`src/rtl/aes_ks_pkg.sv`:
```
// ---------------------------------------------------------------------------
// aes_ks_pkg : shared types and constants for the AES-256 key-schedule control
// Revision   : 1.0
// ---------------------------------------------------------------------------
`default_nettype none

package aes_ks_pkg;
  localparam int NUM_RK       = 15;
  localparam int AES256_KEY_W = 256;
  localparam int RK_W         = 128;

  typedef logic [RK_W-1:0] rk_t;

  typedef logic [2:0] ks_state_e;
  localparam ks_state_e S_IDLE  = 3'd0;
  localparam ks_state_e S_ISSUE = 3'd1;
  localparam ks_state_e S_WAIT  = 3'd2;
  localparam ks_state_e S_STORE = 3'd3;
  localparam ks_state_e S_DONE  = 3'd4;
  localparam ks_state_e S_ERR   = 3'd5;
endpackage

`default_nettype wire

```
`src/rtl/aes_rk_store.sv`:
```
// ---------------------------------------------------------------------------
// aes_rk_store : 15x128 round-key file, valid mask, registered read w/ bypass
// Revision     : 1.0
// ---------------------------------------------------------------------------
`default_nettype none

module aes_rk_store
  import aes_ks_pkg::*;
(
  input  logic       clk_i,
  input  logic       rst_n,
  input  logic       clr_i,
  input  logic       we_i,
  input  logic [3:0] waddr_i,
  input  rk_t        wdata_i,
  input  logic       req_i,
  input  logic [3:0] idx_i,
  output logic       valid_o,
  output rk_t        rdata_o
);

  rk_t               r_mem [NUM_RK];
  logic [NUM_RK-1:0] r_mask;
  logic              r_valid;
  rk_t               r_rdata;

  logic              w_in_range;
  logic [3:0]        w_ridx;
  logic [15:0]       w_mask_ext;
  logic              w_byp;
  logic              w_hit;

  assign w_in_range = idx_i < 4'(NUM_RK);
  assign w_ridx     = w_in_range ? idx_i : 4'd0;
  assign w_mask_ext = {{(16-NUM_RK){1'b0}}, r_mask};
  assign w_byp      = we_i && (waddr_i == idx_i);
  // A start clears the mask this cycle, so stale entries must not be served.
  assign w_hit      = req_i && w_in_range && !clr_i && (w_mask_ext[idx_i] || w_byp);

  always_ff @(posedge clk_i) begin
    if (we_i) r_mem[waddr_i] <= wdata_i;
  end

  always_ff @(posedge clk_i or negedge rst_n) begin
    if (!rst_n) begin
      r_mask  <= '0;
      r_valid <= 1'b0;
      r_rdata <= '0;
    end else begin
      if (clr_i) r_mask <= '0;
      else if (we_i) r_mask[waddr_i] <= 1'b1;
      r_valid <= w_hit;
      if (w_hit) r_rdata <= w_byp ? wdata_i : r_mem[w_ridx];
    end
  end

  assign valid_o = r_valid;
  assign rdata_o = r_rdata;

endmodule

`default_nettype wire

```
`src/rtl/aes_key_sched_ctrl.sv`:
```
// ---------------------------------------------------------------------------
// aes_key_sched_ctrl : AES-256 expander sequencer and round-key store
// Revision           : 1.0
// ---------------------------------------------------------------------------
`default_nettype none

module aes_key_sched_ctrl
  import aes_ks_pkg::*;
#(
  parameter int TIMEOUT = 64,
  parameter int TO_W    = 7
) (
  input  logic                    clk_i,
  input  logic                    rst_n,
  input  logic                    start_i,
  input  logic [AES256_KEY_W-1:0] key_i,
  output logic [AES256_KEY_W-1:0] exp_key_o,
  output logic                    exp_en_o,
  output logic [3:0]              exp_round_o,
  input  logic                    exp_ready_i,
  input  logic [RK_W-1:0]         exp_rk_i,
  input  logic                    rk_req_i,
  input  logic [3:0]              rk_idx_i,
  output logic                    rk_valid_o,
  output logic [RK_W-1:0]         rk_o,
  output logic                    busy_o,
  output logic                    done_o,
  output logic                    err_o
);

  ks_state_e               r_state;
  logic [AES256_KEY_W-1:0] r_key;
  logic [3:0]              r_rc;
  logic [TO_W-1:0]         r_to;
  rk_t                     r_rk_cap;
  logic                    r_err;
  logic                    r_err_bad;

  logic                    w_idle_like;
  logic                    w_start_ok;
  logic                    w_bad_idx;
  logic                    w_we;

  assign w_idle_like = (r_state == S_IDLE) || (r_state == S_DONE) || (r_state == S_ERR);
  assign w_start_ok  = start_i && w_idle_like;
  assign w_bad_idx   = rk_req_i && (rk_idx_i > 4'(NUM_RK-1));
  assign w_we        = (r_state == S_STORE);

  always_ff @(posedge clk_i or negedge rst_n) begin
    if (!rst_n) begin
      r_state   <= S_IDLE;
      r_key     <= '0;
      r_rc      <= '0;
      r_to      <= '0;
      r_rk_cap  <= '0;
      r_err     <= 1'b0;
      r_err_bad <= 1'b0;
    end else begin
      r_err_bad <= w_bad_idx;
      case (r_state)
        S_IDLE, S_DONE, S_ERR: begin
          if (start_i) begin
            r_key   <= key_i;
            r_err   <= 1'b0;
            r_rc    <= '0;
            r_state <= S_ISSUE;
          end
        end
        S_ISSUE: begin
          r_to    <= '0;
          r_state <= S_WAIT;
        end
        S_WAIT: begin
          if (exp_ready_i) begin
            r_rk_cap <= exp_rk_i;
            r_state  <= S_STORE;
          end else if (r_to == TO_W'(TIMEOUT-1)) begin
            r_err   <= 1'b1;
            r_state <= S_ERR;
          end else begin
            r_to <= r_to + 1'b1;
          end
        end
        S_STORE: begin
          if (r_rc == 4'(NUM_RK-1)) begin
            r_state <= S_DONE;
          end else begin
            r_rc    <= r_rc + 1'b1;
            r_state <= S_ISSUE;
          end
        end
        default: r_state <= S_IDLE;
      endcase
    end
  end

  aes_rk_store u_store (
    .clk_i   (clk_i),
    .rst_n   (rst_n),
    .clr_i   (w_start_ok),
    .we_i    (w_we),
    .waddr_i (r_rc),
    .wdata_i (r_rk_cap),
    .req_i   (rk_req_i),
    .idx_i   (rk_idx_i),
    .valid_o (rk_valid_o),
    .rdata_o (rk_o)
  );

  // ISSUE keeps exp_en_o low for one cycle so the expander sees a reset gap.
  assign exp_en_o    = (r_state == S_WAIT);
  assign exp_round_o = r_rc;
  assign exp_key_o   = r_key;
  assign busy_o      = (r_state == S_ISSUE) || (r_state == S_WAIT) || (r_state == S_STORE);
  assign done_o      = (r_state == S_DONE);
  assign err_o       = r_err || r_err_bad;

endmodule

`default_nettype wire
```
`config.mk`:
```
export PLATFORM = sky130hd
export DESIGN_NAME = aes_key_sched_ctrl
export DESIGN_NICKNAME = d
export VERILOG_FILES = /design/src/rtl/aes_ks_pkg.sv /design/src/rtl/aes_rk_store.sv /design/src/rtl/aes_key_sched_ctrl.sv
export SDC_FILE = /design/constraint.sdc
export NUM_CORES = 2
export LEC_CHECK = 0
export ABC_AREA = 0
export CAP_MARGIN = 0
export CORE_ASPECT_RATIO = 0.5
export CORE_MARGIN = 10
export CORE_UTILIZATION = 50
export DETAILED_ROUTE_END_ITERATION = 10
export PLACE_DENSITY_LB_ADDON = 0.15
export SYNTH_ARGS = -nofsm -noshare
export SYNTH_HDL_FRONTEND = slang
export SYNTH_SLANG_ARGS = --single-unit
```
`constraint.sdc`:
```
create_clock -name clk_i -period 13.85 [get_ports clk_i]
set_clock_uncertainty 0.2 [all_clocks]
set_input_delay 3.4625 -clock clk_i [delete_from_list [all_inputs] [get_ports clk_i]]
set_output_delay 3.4625 -clock clk_i [all_outputs]
set_load 0.05 [all_outputs]
```
## Word level (Yosys, flattened, before mapping)

Memories as Yosys holds them, arrays and structs flattened. A register that Yosys moved wholly into a read port is not among the register bits.
Cells that the tools add are included.

- $add $sub $neg: 2
- Multiply operators: 0
- Div/mod/pow operators: 0
- Magnitude comparators: 5
- Equal/unequal tests: 14
- Shift-type cells: 0
- Muxes and demuxes: 24
- Bitwise operators: 1
- Reduce and logical (&&, ||, !) cells: 27

Operators by type and width:

| operator | count |
|---|---|
| $mux W15 | 2 |
| $or A15 B15 Y15 | 1 |
| $mux W7 | 2 |
| $pmux W7 S2 | 1 |
| $mux W3 | 4 |
| $mux W4 | 3 |
| $pmux W3 S4 | 1 |
| $lt A4 B5 Y1 const B | 2 |
| $ne A2 B2 Y1 const B | 4 |
| $pmux W4 S2 | 1 |
| $reduce_bool A2 Y1 | 4 |
| $add A7 B1 Y7 const B | 1 |
| $eq A7 B6 Y1 const B | 1 |
| $logic_and A1 B1 Y1 | 7 |
| $mux W1 | 7 |
| $eq A3 B2 Y1 const B | 2 |
| $eq A3 B3 Y1 const B | 2 |
| $logic_or A1 B1 Y1 | 6 |
| $reduce_and A2 Y1 | 3 |
| $reduce_and A3 Y1 | 2 |
| $add A4 B1 Y4 const B | 1 |
| $bmux W1 S4 | 1 |
| $demux W1 S4 | 1 |
| $eq A4 B4 Y1 | 1 |
| 12 further kinds | 13 |

- Register bits: 416
- Bits in latches: 0
- Memory bits (writable): 1920
- ROM bits: 0
- Input bits: 393
- Output and inout port bits: 393
- Word-level logic and storage cells: 83
- Memories: 1

Memory list:

| name | words | width | read ports | clocked after memory_dff | write ports | RTL line | text |
|---|---|---|---|---|---|---|---|
| u_store.r_mem | 15 | 128 | 1 | 1 | 1 | aes_rk_store.sv:22 | `rk_t r_mem [NUM_RK];` |

## Logic depth before layout (Yosys ltp)

- Depth in word-level cells: 7
- Mapped depth: 11
- Depth with buffers taken out: 7

## Hierarchy

A second synthesis with hierarchy kept.

- Cell total of the unflattened synthesis: 6104
- Area total of the unflattened synthesis: 98120.4 µm²

Modules (own cells, without submodules):

| module | instances | cells an instance | area an instance (µm²) | seq. area each (µm²) |
|---|---|---|---|---|
| aes_rk_store | 1 | 4658 | 82337.7 | 61258.8 |
| aes_key_sched_ctrl | 1 | 1446 | 15782.6 | 10009.6 |

## Least setup slack after synthesis

OpenSTA, ideal clock, no wires.

- Path type: reg2reg
- Start point: register r_rc[1] (netlist: exp_round_o[1])
- End point: memory u_store.r_mem[2][0] in the netlist's numbering, enable pin
- Setup time: 0.774 ns
- Arrival time: 9.841 ns
- Data required time: 12.876 ns
- Setup slack: 3.035 ns
- Cell stages (with the launch flop): 4
- Path buffers: 0
- Period minus slack after synthesis: 10.815 ns
- Cells stage by stage: dfrtp_1 -> ha_1 -> nand2_1 -> nor3_1

RTL lines:

| item | RTL line | text |
|---|---|---|
| start, declared | aes_key_sched_ctrl.sv:33 | `logic [3:0] r_rc;` |
| start signal, assigned | aes_key_sched_ctrl.sv:88 | `r_rc <= r_rc + 1'b1;` |
| end, declared | aes_rk_store.sv:22 |  |

No word-level cell before the write port.

## Worst setup path after layout

- Start point: input rk_idx_i[0]
- End point: register u_store.r_rdata[7] (netlist: u_store.rdata_o[7]) (read register of u_store.r_mem)

- Word-level cells in the longest chain between the ends: 4
- Elaborated cells on any way between the ends: 10
- Classes of those cells: order compare: 1; eq/ne: 1; mux: 3; reduce/logical: 5

RTL lines:

| item | RTL line | text |
|---|---|---|
| start, declared | aes_key_sched_ctrl.sv:23 | `input logic [3:0] rk_idx_i,` |
| $bmux W1 S4 (tied with other cells) | aes_rk_store.sv:38 | `assign w_hit = req_i && w_in_range && !clr_i && (w_mask_ext[idx_i] \|\| w_byp);` |
| $mux W1 (implied by the code) (tied with other cells) | aes_rk_store.sv:38 |  |
| $logic_or A1 B1 Y1 or $logic_and A1 B1 Y1 (tied branches) | aes_rk_store.sv:38 |  |
| $logic_and A1 B1 Y1 | aes_rk_store.sv:38 |  |
| end, declared | aes_rk_store.sv:25 | `rk_t r_rdata;` |

Several ways; a longest one is shown, not always the timed one. The select of a mux whose other input is x is not followed.
A chain may end at the register's enable or synchronous reset.

==> flow_summary.ini <==
[pwr]
p_per_area_nw_per_um2 = 194.3
p_leak_nw = 42.35
seq_power_share = 0.485
power_mw = 22.75
netSwitchingFraction = 0.3374
clockPowerShare = 0.273
p_int_mw = 15.08
p_sw_mw = 7.677
vdd_drop_max_uv = 146.4
combPwrFrac = 0.242

[floorplan]
fp.dieW_um = 651.9
pin_count = 786
start_util = 0.5052
die_y_um = 335.9
core_area_sq_um = 197600
rows = 115
dieArea_sq_um = 219000

[layout]
drive_above_1_share = 0.1111
final_nets = 7855
final_area_sq_um = 117100
fill_cells = 15150
seq_area_sq_um = 71270
multiInputGateArea_sq_um = 25910
syn2layout_area_growth_pct = 17.30

[clocking]
clk_pin_slew_ns = 0.06
cts-hold-fix-buffers = 0
cts_max_level = 4
clockRootBuffer = clkbuf_16
cts_buffer_depth = 4
clock_latency_ns = 0.89
cts_setup_buffers = 0
cts.sinks = 2464
cts_tree = yes
cts_buffers = 217
cts_resized = 0

[logic_synthesis]
syn_area_sq_um = 99820
synth_seq_area_share = 0.7140
synth_fp_nets = 7222
synth_edf_count = 1920
synth_flop_cell = edfxtp_1
ys_warn_count = 0
synth_top_area_share = 0.5776
synth_cell_types = 57
synthArstFlopShare = 0.2208
synth-seq-cells = 2464
syn-instance-count = 6824
synth_area_leaders = edfxtp_1, dfrtp_1, nand2_1
synth.largest_area_cell = edfxtp_1
avgSynthCellArea_sq_um = 14.63

[worst_hold_path]
hold_depth = 2
hold_class = reg2reg
hold_start = exp_key_o[96]
whs_endpoint = exp_key_o[96]

[setup_path]
rrSetupSlack_ns = 8.46
crit_type = in2reg
worstSetupEndpointType = register
crit_arrival_ns = 8.54
cp-startpoint = rk_idx_i[0]
cp_max_fo = 53
start_kind = input pin
reg2reg_depth = 7
worst-endpoint-required_ns = 14.36
r2r_end = u_store.r_mem[13][4]
rr_startpoint = r_state[2]

[placed_design]
port_buffers = 785
place_congestion = 0.8290
dp_hpwl_um = 155800
placed_cell_area_sq_um = 109900

[timing]
hold_viol_final = 0
fin_crit_sh = 0.5796
maxSlewViolCount = 0
whs_ns = 0.2705
tightest_slew_ns = 1.266
slew_headroom = 0.1563
finalSetupViolCount = 0
post-route-min-period_ns = 8.027
rsz0062_at_grt = no
max_freq_ghz = 0.1246
setup_tns_ns = 0

[global_routing]
grt_pass1_vias = 59610
antenna_found_initial = 42
globalRouteTotalUtil = 0.2519
grt_pass1_wl_um = 415400
gr-total-overflow = 0
grt_max_degree = 184

[detailed_routing]
first_iter_violations = 6251
wl_met2_um = 138800
dr_wl_met3_um = 20350
vias_per_cell = 5.940
top_layer_used = met5
vias = 61090
ant_nets = 0
drc_errors = 0
drtPass1Iterations = 8
met1_length_um = 119700
drt_wl_total_um = 286100
wl_per_cell_um = 27.81

[flow_run]
cap_violations = 0

[run_status]
status = finished, final reports clean
## cell usage in the layout, fill, tap and decap left out, drive strengths merged, types with 5 or more instances in the layout
| cell type | instances |
|---|---|
| a211oi | 129 |
| a21oi | 137 |
| a31oi | 130 |
| and2 | 131 |
| and3 | 128 |
| buf | 113 |
| bufinv | 26 |
| clkbuf | 293 |
| clkdlybuf4s50 | 780 |
| clkinv | 63 |
| clkinvlp | 7 |
| dfrtp | 544 |
| diode | 23 |
| edfxtp | 1920 |
| ha | 5 |
| inv | 136 |
| mux2 | 259 |
| mux2i | 258 |
| mux4 | 131 |
| nand2 | 1172 |
| nand2b | 259 |
| nand4 | 128 |
| nor2 | 53 |
| nor2b | 132 |
| nor3 | 9 |
| o211ai | 131 |
| o21ai | 265 |
| o221ai | 254 |
| xnor2 | 5 |
## cell usage after synthesis, drive strengths merged (2+ instances only)
master,number
nor2b,132
nor2,53
buf,192
o221ai,254
mux2i,258
and2,131
o22ai,2
a21oi,137
clkbuf,287
edfxtp,1920
xnor2,5
dfrtp,544
or3,3
ha,5
inv,133
nand2,1172
o21ai,265
o211ai,131
nor3,9
a31oi,130
nand3b,2
nand3,4
xor2,2
nor3b,2
a211oi,129
mux4,131
nand2b,259
nand4,128
and3,128
mux2,259
## state kept, by name, summed over array words and instances (netlist names)
name / count
u_store.rdata_o: 128
u_store.r_mem: 1920
r_rk_cap: 128
exp_round_o: 4
u_store.valid_o: 1
r_err_bad: 1
r_state: 3
r_err: 1
u_store.r_mask: 15
r_to: 7
exp_key_o: 256
## kinds of logic (layout without fill, tap and decap cells)
family / after synthesis / after routing / share of synthesized area
compound gates: 1058 / 1058 / 0.07136
flops: 2464 / 2464 / 0.7140
other cells: 0 / 23 / 0
xor+xnor: 7 / 7 / 0.0006142
simple gates: 2030 / 2030 / 0.09653
buf+inv: 612 / 1418 / 0.02812
fa+ha+maj: 5 / 5 / 0.0006268
mux: 648 / 648 / 0.08875
## worst max-delay path, stage by stage
cell	delay, ns
buf_8	0.29
buf_4	0.66
and4_4	0.92
a21oi_1	0.08
a21o_1	0.23
nand2_4	0.90
buf_4	0.81
buf_4	0.53
mux2i_1	0.14
mux2_4	0.27
## stage by stage
step	utilization	setup slack, ns	std cells
6_report	0.5926	5.823	10290
5_1_grt	0.5925	5.738	10280
4_1_cts	0.5923	5.955	10260
3_5_place_dp	0.5562	5.050	9870
3_3_place_gp	0.5562	5.069	9870
2_1_floorplan	-	3.035	6824
## how the worst max path moves through the flow
stage	endpoint	slack, ns	cells after the start
2_1_floorplan	u_store.r_mem[2][0]	3.04	3
3_3_place_gp	u_store.rdata_o[2]	5.07	10
3_5_place_dp	u_store.rdata_o[13]	5.05	10
4_1_cts	u_store.rdata_o[3]	5.95	10
5_1_grt	u_store.rdata_o[2]	5.74	10
6_report	u_store.rdata_o[7]	5.82	10
## metal layers
metal	up-vias	GRT usage
li1	26740	-
met1	31570	0.3483
met2	2355	0.4189
met3	426	0.04139
met4	6	0.06279
met5	-	0
## final cells by class
class | instances | share of cell area
Sequential cell | 2464 | 0.6087
Multi-Input combinational cell | 3748 | 0.2213
Timing Repair Buffer | 893 | 0.07604
Clock buffer | 293 | 0.05107
Tap cell | 2632 | 0.02813
Clock inverter | 99 | 0.009907
Inverter | 133 | 0.004328
Antenna cell | 23 | 0.0004916
## power groups by stage
stage	combinational, mW	sequential, mW	clock (mW)
floorplan	1.67	12.6	0
global placement	5.49	11.1	0
detailed placement	5.54	11.2	0
CTS	5.55	11.0	6.31
global route	5.82	11.2	6.61
finish	5.50	11.0	6.22
(Power assumes the default switching activity.)
